File: src/rtl/add_unit_scheduler.sv
// Issue scheduler for the shared add/sub adder: round-robin pick among ready
// reservation stations, two-stage operand/result pipeline, CDB request/grant.
module add_unit_scheduler #(
  parameter int NUM_RS = 3,
  parameter int WIDTH  = 32,
  parameter int TAG_W  = 4
) (
  input  logic                      clk,
  input  logic                      rst_n,
  input  logic [NUM_RS-1:0]         rs_req,
  input  logic [NUM_RS*TAG_W-1:0]   rs_tag,
  input  logic [NUM_RS*WIDTH-1:0]   rs_a,
  input  logic [NUM_RS*WIDTH-1:0]   rs_b,
  output logic [NUM_RS-1:0]         rs_gnt,
  input  logic                      flush,
  output logic [WIDTH-1:0]          add_a,
  output logic [WIDTH-1:0]          add_b,
  input  logic [WIDTH:0]            add_sum,
  output logic                      cdb_req,
  input  logic                      cdb_gnt,
  output logic [TAG_W-1:0]          cdb_tag,
  output logic [WIDTH-1:0]          cdb_data,
  output logic                      cdb_carry,
  output logic [1:0]                occupancy
);

  localparam int PTR_W = $clog2(NUM_RS);
  localparam logic [PTR_W:0]   NUM_RS_W = (PTR_W+1)'(NUM_RS);
  localparam logic [PTR_W-1:0] LAST_IDX = PTR_W'(NUM_RS - 1);

  logic                v1_r, v2_r;
  logic [PTR_W-1:0]    rr_ptr_r;
  logic [TAG_W-1:0]    tag1_r, tag2_r;
  logic [WIDTH-1:0]    a1_r, b1_r;
  logic [WIDTH:0]      sum2_r;

  logic                s2_free_s, s1_move_s, s1_free_s;
  logic [2*NUM_RS-1:0] req_dbl_s, req_rot_s;
  logic                found_s, grant_s;
  logic [PTR_W-1:0]    gnt_idx_s, rr_next_s;
  logic [PTR_W:0]      cand_s, wrap_s;
  logic [NUM_RS-1:0]   gnt_oh_s;
  logic [TAG_W-1:0]    sel_tag_s;
  logic [WIDTH-1:0]    sel_a_s, sel_b_s;

  assign s2_free_s = !v2_r || cdb_gnt;
  assign s1_move_s = v1_r && s2_free_s;
  assign s1_free_s = !v1_r || s1_move_s;

  // Rotating the doubled request vector puts rr_ptr at bit 0, so the scan order is fixed.
  assign req_dbl_s = {rs_req, rs_req};
  assign req_rot_s = req_dbl_s >> rr_ptr_r;

  // Round-robin search: first requester at or after rr_ptr, index wrapped mod NUM_RS.
  always_comb begin
    found_s   = 1'b0;
    gnt_idx_s = '0;
    cand_s    = '0;
    wrap_s    = '0;
    for (int k = 0; k < NUM_RS; k++) begin
      cand_s    = {1'b0, rr_ptr_r} + (PTR_W+1)'(k);
      wrap_s    = (cand_s >= NUM_RS_W) ? (cand_s - NUM_RS_W) : cand_s;
      gnt_idx_s = (!found_s && req_rot_s[k]) ? wrap_s[PTR_W-1:0] : gnt_idx_s;
      found_s   = found_s | req_rot_s[k];
    end
  end

  // Reset gates the grant so every output reads zero while rst_n is low.
  assign grant_s   = s1_free_s && !flush && found_s && rst_n;
  assign gnt_oh_s  = {{(NUM_RS-1){1'b0}}, 1'b1} << gnt_idx_s;
  assign rr_next_s = (gnt_idx_s == LAST_IDX) ? '0 : (gnt_idx_s + PTR_W'(1));

  // Drive the one-hot accept only on a cycle where stage 1 can take a new operation.
  always_comb begin
    if (grant_s) begin
      rs_gnt = gnt_oh_s;
    end else begin
      rs_gnt = '0;
    end
  end

  // AND-OR mux of the selected station's tag and operands.
  always_comb begin
    sel_tag_s = '0;
    sel_a_s   = '0;
    sel_b_s   = '0;
    for (int i = 0; i < NUM_RS; i++) begin
      sel_tag_s = sel_tag_s | (rs_tag[i*TAG_W +: TAG_W] & {TAG_W{gnt_oh_s[i]}});
      sel_a_s   = sel_a_s   | (rs_a[i*WIDTH +: WIDTH]   & {WIDTH{gnt_oh_s[i]}});
      sel_b_s   = sel_b_s   | (rs_b[i*WIDTH +: WIDTH]   & {WIDTH{gnt_oh_s[i]}});
    end
  end

  // Stage 1: operand registers feeding the external adder, plus the round-robin pointer.
  always_ff @(posedge clk or negedge rst_n) begin
    if (!rst_n) begin
      v1_r     <= 1'b0;
      rr_ptr_r <= '0;
      tag1_r   <= '0;
      a1_r     <= '0;
      b1_r     <= '0;
    end else if (flush) begin
      v1_r <= 1'b0;
    end else if (grant_s) begin
      v1_r     <= 1'b1;
      rr_ptr_r <= rr_next_s;
      tag1_r   <= sel_tag_s;
      a1_r     <= sel_a_s;
      b1_r     <= sel_b_s;
    end else if (s1_move_s) begin
      v1_r <= 1'b0;
    end else begin
      v1_r <= v1_r;
    end
  end

  // Stage 2: result register held stable toward the CDB until granted.
  always_ff @(posedge clk or negedge rst_n) begin
    if (!rst_n) begin
      v2_r   <= 1'b0;
      tag2_r <= '0;
      sum2_r <= '0;
    end else if (flush) begin
      v2_r <= 1'b0;
    end else if (s1_move_s) begin
      v2_r   <= 1'b1;
      tag2_r <= tag1_r;
      sum2_r <= add_sum;
    end else if (cdb_gnt && v2_r) begin
      v2_r <= 1'b0;
    end else begin
      v2_r <= v2_r;
    end
  end

  assign add_a     = a1_r;
  assign add_b     = b1_r;
  assign cdb_req   = v2_r;
  assign cdb_tag   = tag2_r;
  assign cdb_data  = sum2_r[WIDTH-1:0];
  assign cdb_carry = sum2_r[WIDTH];
  assign occupancy = {1'b0, v1_r} + {1'b0, v2_r};

endmodule

File: config.mk
export PLATFORM = sky130hd
export DESIGN_NAME = add_unit_scheduler
export DESIGN_NICKNAME = d
export VERILOG_FILES = /design/src/rtl/add_unit_scheduler.sv
export SDC_FILE = /design/constraint.sdc
export NUM_CORES = 1
export LEC_CHECK = 0
export ABC_CLOCK_PERIOD_IN_PS = 2600
export CAP_MARGIN = 20
export CORE_ASPECT_RATIO = 0.6
export CORE_MARGIN = 2
export CORE_UTILIZATION = 34
export CTS_CLUSTER_DIAMETER = 60
export DETAILED_ROUTE_END_ITERATION = 10
export GPL_ROUTABILITY_DRIVEN = 0
export PLACE_DENSITY = 0.78
export SLEW_MARGIN = 30
export SYNTH_ARGS = -nofsm -noshare
export SYNTH_HDL_FRONTEND = slang
export SYNTH_SLANG_ARGS = --single-unit
export TNS_END_PERCENT = 30
File: constraint.sdc
create_clock -name clk -period 2.6 [get_ports clk]
set_input_delay 0.39 -clock clk [delete_from_list [all_inputs] [get_ports clk]]
set_output_delay 0.39 -clock clk [all_outputs]
set_load 0.005 [all_outputs]
==> Yosys cells after proc, flatten, opt, wreduce, memory -nomap -nowiden <==
Cells that the tools add are included.
{ "word_totals": {"regBits": 109, "in_bits": 244, "out_inout_bits": 107, "wordCells": 71} }
{ "op_classes": {"addsub": 7, "magnitude_cmp": 3, "eq_ne": 1, "shift": 2, "muxes": 14, "bitwise": 18, "reduce_logical": 18} }
{ "op_table": {"columns": ["operator", "n"], "rows": [
  ["$and A32 B32 Y32", 6],
  ["$or A32 B32 Y32", 4],
  ["$mux W2", 7],
  ["$and A4 B4 Y4", 3],
  ["$or A4 B4 Y4", 2],
  ["$logic_and A1 B1 Y1", 7],
  ["$ge A3 B2 Y1 const B", 2],
  ["$mux W1", 6],
  ["$reduce_bool A3 Y1", 2],
  ["$shr A6 B2 Y3", 1],
  ["$sub A2 B2 Y2 const B", 3],
  ["$logic_not A1 Y1", 5],
  ["$reduce_and A2 Y1", 2],
  ["$add A2 B1 Y3 const B", 1],
  ["$add A2 B2 Y3 const B", 1],
  ["$mux W3", 1],
  ["$shl A1 B2 Y3 const A", 1],
  ["$add A1 B1 Y2", 1],
  ["$add A2 B1 Y2 const B", 1],
  ["$eq A2 B2 Y1 const B", 1],
  ["$ge A2 B2 Y1 const B", 1],
  ["$logic_or A1 B1 Y1", 2],
  ["$or A1 B1 Y1", 2],
  ["$not A1 Y1", 1]
]} }

==> Logic depth before layout (Yosys ltp) <==
{ "depth": {"word_depth": 9, "depth_mapped": 12, "mapped_depth_nobuf": 9} }

==> Least setup slack after synthesis <==
OpenSTA, ideal clock, no wires.
{ "synth_path": {"kind": "register to output", "from": "register rr_ptr_r[0]", "to": "output port rs_gnt[2]", "t_arrival_ps": 2295, "t_required_ps": 2210, "setup_slack_ps": -85, "stages_incl_launch_ff": 12, "n_path_buf": 3, "path_cell_list": "dfrtp_1 buf_2 inv_1 ha_1 mux2_1 a21oi_1 o221ai_1 o22a_1 buf_2 or2_1 buf_2 nor2_1"} }
{ "synth_between": {"elab_chain_len": 7, "elab_cells_between_ends": 25, "classes_between": "add/sub: 5; order compare: 3; shift: 2; mux: 7; bitwise: 2; reduce/logical: 6"} }
{ "synth_lines": {"columns": ["item", "line_no", "text"], "rows": [
  ["start, declared", "32", "logic [PTR_W-1:0] rr_ptr_r;"],
  ["start signal, assigned", "106", "rr_ptr_r <= rr_next_s;"],
  ["$add A2 B1 Y3 (tied with other cells)", "61", "cand_s = {1'b0, rr_ptr_r} + (PTR_W+1)'(k);"],
  ["$ge A3 B2 Y1 (tied with other cells)", "62", "wrap_s = (cand_s >= NUM_RS_W) ? (cand_s - NUM_RS_W) : cand_s;"],
  ["$mux W2 (tied with other cells)", "62", null],
  ["$mux W2 / $logic_and A1 B1 Y1 (equally long branches)", "63", "gnt_idx_s = (!found_s && req_rot_s[k]) ? wrap_s[PTR_W-1:0] : gnt_idx_s;"],
  ["$mux W2", "63", null],
  ["$shl A1 B2 Y3", "70", "assign gnt_oh_s = {{(NUM_RS-1){1'b0}}, 1'b1} << gnt_idx_s;"],
  ["$mux W3 *", "75", "if (grant_s) begin"],
  ["end, declared", "14", "output logic [NUM_RS-1:0] rs_gnt,"]
]} }
Every way passes the cells marked *; elsewhere a longest branch is shown, timed or not.

==> Worst setup path after layout <==
Ends and elaborated chain as after synthesis.

==> impl_metrics.csv <==
group,metric,value,unit
timing,slew_viol_final,0,
worst_setup_path,crit_required,2.21,ns
run_status,status,"finished with violations",
timing,fin_skew,0.00802,ns
final_layout,layout.nets,1103,
worst_setup_path,start_kind,"flop",
timing,hold_violations,0,
die,io_pins,351,
detailed_routing,wl_per_cell,18.8,µm
synth,ys_seq_elements,109,
timing,max_freq,0.372,GHz
power_and_ir_drop,pwr-share-seq,30.1,%
power_and_ir_drop,ir_drop,676,µV
power_and_ir_drop,p_comb_share,52.8,%
global_routing,grt_pass1_wl,30100,µm
cts,cts_made_buffers,9,
timing,post-route-period-util,103,%
cts,cts.sinks,109,
synth,synthArstFlopShare,100,%
power_and_ir_drop,p_sw,3.09,mW
global_routing,grt_use_total,22.1,%
synth,syn_area,0.00557,mm²
detailed_routing,drt_iter0_markers,201,
synth,syn-num-nets,746,
timing,setup_slack,-0.0897,ns
global_routing,gr-total-overflow,0,
synth,synth.most_common_cell,"dfrtp_1",
global_routing,grt_pass1_vias,5567,
final_layout,antennaDiodeCount,0,
global_routing,grt_max_degree,71,
synth,synthTopCellsByArea,"dfrtp_1 49%, mux2i_1 8.8%, mux2_2 7.7%",
detailed_routing,vias,5428,
power_and_ir_drop,p_int,5.97,mW
cts,clk_latency,0.34,ns
synth,synth_edf_count,0,
timing,tightest_slew,0.643,ns
worst_setup_path,arrival,2.30,ns
timing,tns,-0.237,ns
worst_setup_path,worstSetupPathType,"flop to output pin",
synth,synth-main-ff-cell,"dfrtp_1",
synth,ys_seq_area_share,49.0,%
die,die_y,103,µm
placement,dp_cells,1045,
job,cap_violations,0,
die,num_rows,36,
final_layout,drive_above_1_share,16.5,%
timing,holdWs,0.150,ns
cts,cts_root_buffer,"clkbuf_16",
timing,slew_headroom,57.2,%
synth,yosysTopAreaCellShare,49.0,%
die,core_area,0.0161,mm²
cts,cts_tree,"done",
final_layout,fillers,1368,
power_and_ir_drop,switching_share,34.1,%
final_layout,area_delta_synth_final,78.3,%
die,die_area,0.0174,mm²
placement,place_ws,-0.579,ns
power_and_ir_drop,p_clk_share,17.1,%
cts,cts_hold_buf,0,
synth,synth_cells,498,
synth,yosys_warnings,0,
cts,htreeDepth,3,
worst_setup_path,crit_fanout,8,
worst_hold_path,hold_path.class,"input pin to async pin",
timing,final.min_clock_period,2.69,ns
synth,netlist_top_cells_count,"109 x dfrtp_1, 98 x nand2_1, 49 x mux2i_1, 38 x mux2_2, 29 x o221ai_1",
synth,yosysTopAreaCell,"dfrtp_1",
die,initial_utilization,34.5,%
detailed_routing,drc_errors,0,
power_and_ir_drop,power.leakage,3.98,nW
die,die_x,169,µm
detailed_routing,via_per_inst,5.08,
detailed_routing,wirelength,20100,µm
cts,path_clk_slew,0.07,ns
timing,setup_viol,3,
synth,ys_types,37,
detailed_routing,drtPass1Iterations,4,
placement,hpwlAfterDp,14800,µm
worst_setup_path,endpoint_kind,"output pin",
timing,grt_setup_unrepaired,"true",
cts,clock_path_buffers,2,
power_and_ir_drop,p_per_area,913,mW/mm²
global_routing,antenna_found_initial,0,
detailed_routing,antenna_left,0,
placement,port_buffers,350,
final_layout,stdcell_count,1069,
power_and_ir_drop,p_total,9.06,mW
run_status,violations,"setup timing",
synth,syn_avg_cell_area,11.2,µm²
-- stage by stage --
stage | cell area [µm²] | utilization (%)
global route | 9920 | 61.5
global placement | 9440 | 58.6
floorplan | 5590 | -
finish | 9920 | 61.5
CTS | 9880 | 61.3
detailed placement | 9440 | 58.6
-- power groups by stage --
stage	clock (mW)	sequential, mW	combinational, mW
after CTS	1.58	2.74	4.77
after global routing	1.65	2.82	5.15
after floorplan	0	2.78	2.10
final	1.55	2.73	4.78
after global placement	0	2.73	4.55
after detailed placement	0	2.75	4.59
-- cells in the final DEF, fill, tap and decap left out, types with 2 or more instances in the layout --
cell | netlist | routed
o221ai_1 | 29 | 29
inv_1 | 4 | 2
dlygate4sd2_1 | 0 | 2
buf_4 | 1 | 31
bufinv_16 | 0 | 2
o22ai_1 | 3 | 2
nor2_2 | 1 | 3
nor2_1 | 28 | 24
a21oi_1 | 3 | 3
nand3b_1 | 3 | 3
o2bb2ai_1 | 21 | 21
o221ai_2 | 20 | 20
clkbuf_16 | 0 | 9
dfrtp_1 | 109 | 109
buf_2 | 17 | 2
inv_8 | 0 | 2
a221oi_1 | 21 | 21
mux2i_1 | 49 | 48
clkdlybuf4s50_1 | 0 | 344
inv_2 | 0 | 2
mux2_2 | 38 | 38
nand3_1 | 2 | 2
buf_6 | 3 | 7
buf_12 | 0 | 4
nand2_1 | 98 | 97
ha_1 | 4 | 3
nor2_4 | 0 | 2
-- flip-flops by register name, summed over array words and instances, names as in the netlist --
signal / flops
tag1_r: 4
v1_r: 1
rr_ptr_r: 2
cdb_tag: 4
add_a: 32
cdb_req: 1
sum2_r: 33
add_b: 32
-- cells by family (layout without fill, tap and decap cells) --
| logic type | Yosys count | after routing | synth area share [%] |
|---|---|---|---|
| adders and majority gates | 4 | 4 | 0.899 |
| and+or+nand+nor | 145 | 145 | 11.0 |
| muxes | 88 | 88 | 16.7 |
| buffers and inverters | 49 | 411 | 4.16 |
| AOI/OAI and AO/OA | 103 | 103 | 18.3 |
| DFF | 109 | 109 | 49.0 |
-- metal layers --
| metal | wire (µm) | vias to the layer above | global-route usage, % | share of wire (%) |
|---|---|---|---|---|
| li1 | - | 2568 | - | - |
| met3 | 1450 | 23 | 6.56 | 7.2 |
| met2 | 9780 | 189 | 38.7 | 49 |
| met1 | 8540 | 2648 | 27.3 | 43 |
| met4 | 315 | 0 | 5.19 | 1.6 |
| met5 | 0 | - | 0 | 0 |
-- critical path, stage by stage, from the launching register on --
cell     delay [ns]
dfrtp_1        0.40
buf_6          0.14
or3b_1         0.40
a21oi_2        0.25
nor4b_2        0.09
o22a_4         0.25
or2_4          0.24
nor2_2         0.07
buf_2          0.12
-- repair_timing --
action                                  4_1_cts  5_1_grt
gates resized for setup                      29       11
endpoints found under the setup margin       50       73
pin swaps                                    10        1
setup buffers                                 9        0
-- final timing paths --
kind | startpoint | to | slack (ns) | cells past startpoint
setup / recovery | rr_ptr_r[0]$_DFFE_PN0P_ | rs_gnt[2] | -0.09 | 8
hold / removal | rst_n | add_a[3]$_DFFE_PN0P_ | 0.15 | 2
setup reg to reg | rr_ptr_r[0]$_DFFE_PN0P_ | add_a[13]$_DFFE_PN0P_ | 0.05 | 10
hold reg to reg | tag1_r[0]$_DFFE_PN0P_ | tag1_r[0]$_DFFE_PN0P_ | 0.48 | 2
max in group asynchronous | rst_n | add_b[16]$_DFFE_PN0P_ | 1.43 | 3
min in group clk | tag1_r[0]$_DFFE_PN0P_ | tag1_r[0]$_DFFE_PN0P_ | 0.48 | 2
-- cell type report --
class                      instances  area [µm²]  area share (%)
clock buffer                       9         225            2.27
clock inverter                     7         104            1.05
inverter                           4        15.0           0.151
multi-input combinational        340        2720            27.4
sequential                       109        2730            27.5
tap                              209         262            2.63
timing repair buffer             391        3880            39.1
Note: power is estimated with default switching activity, not from simulation.
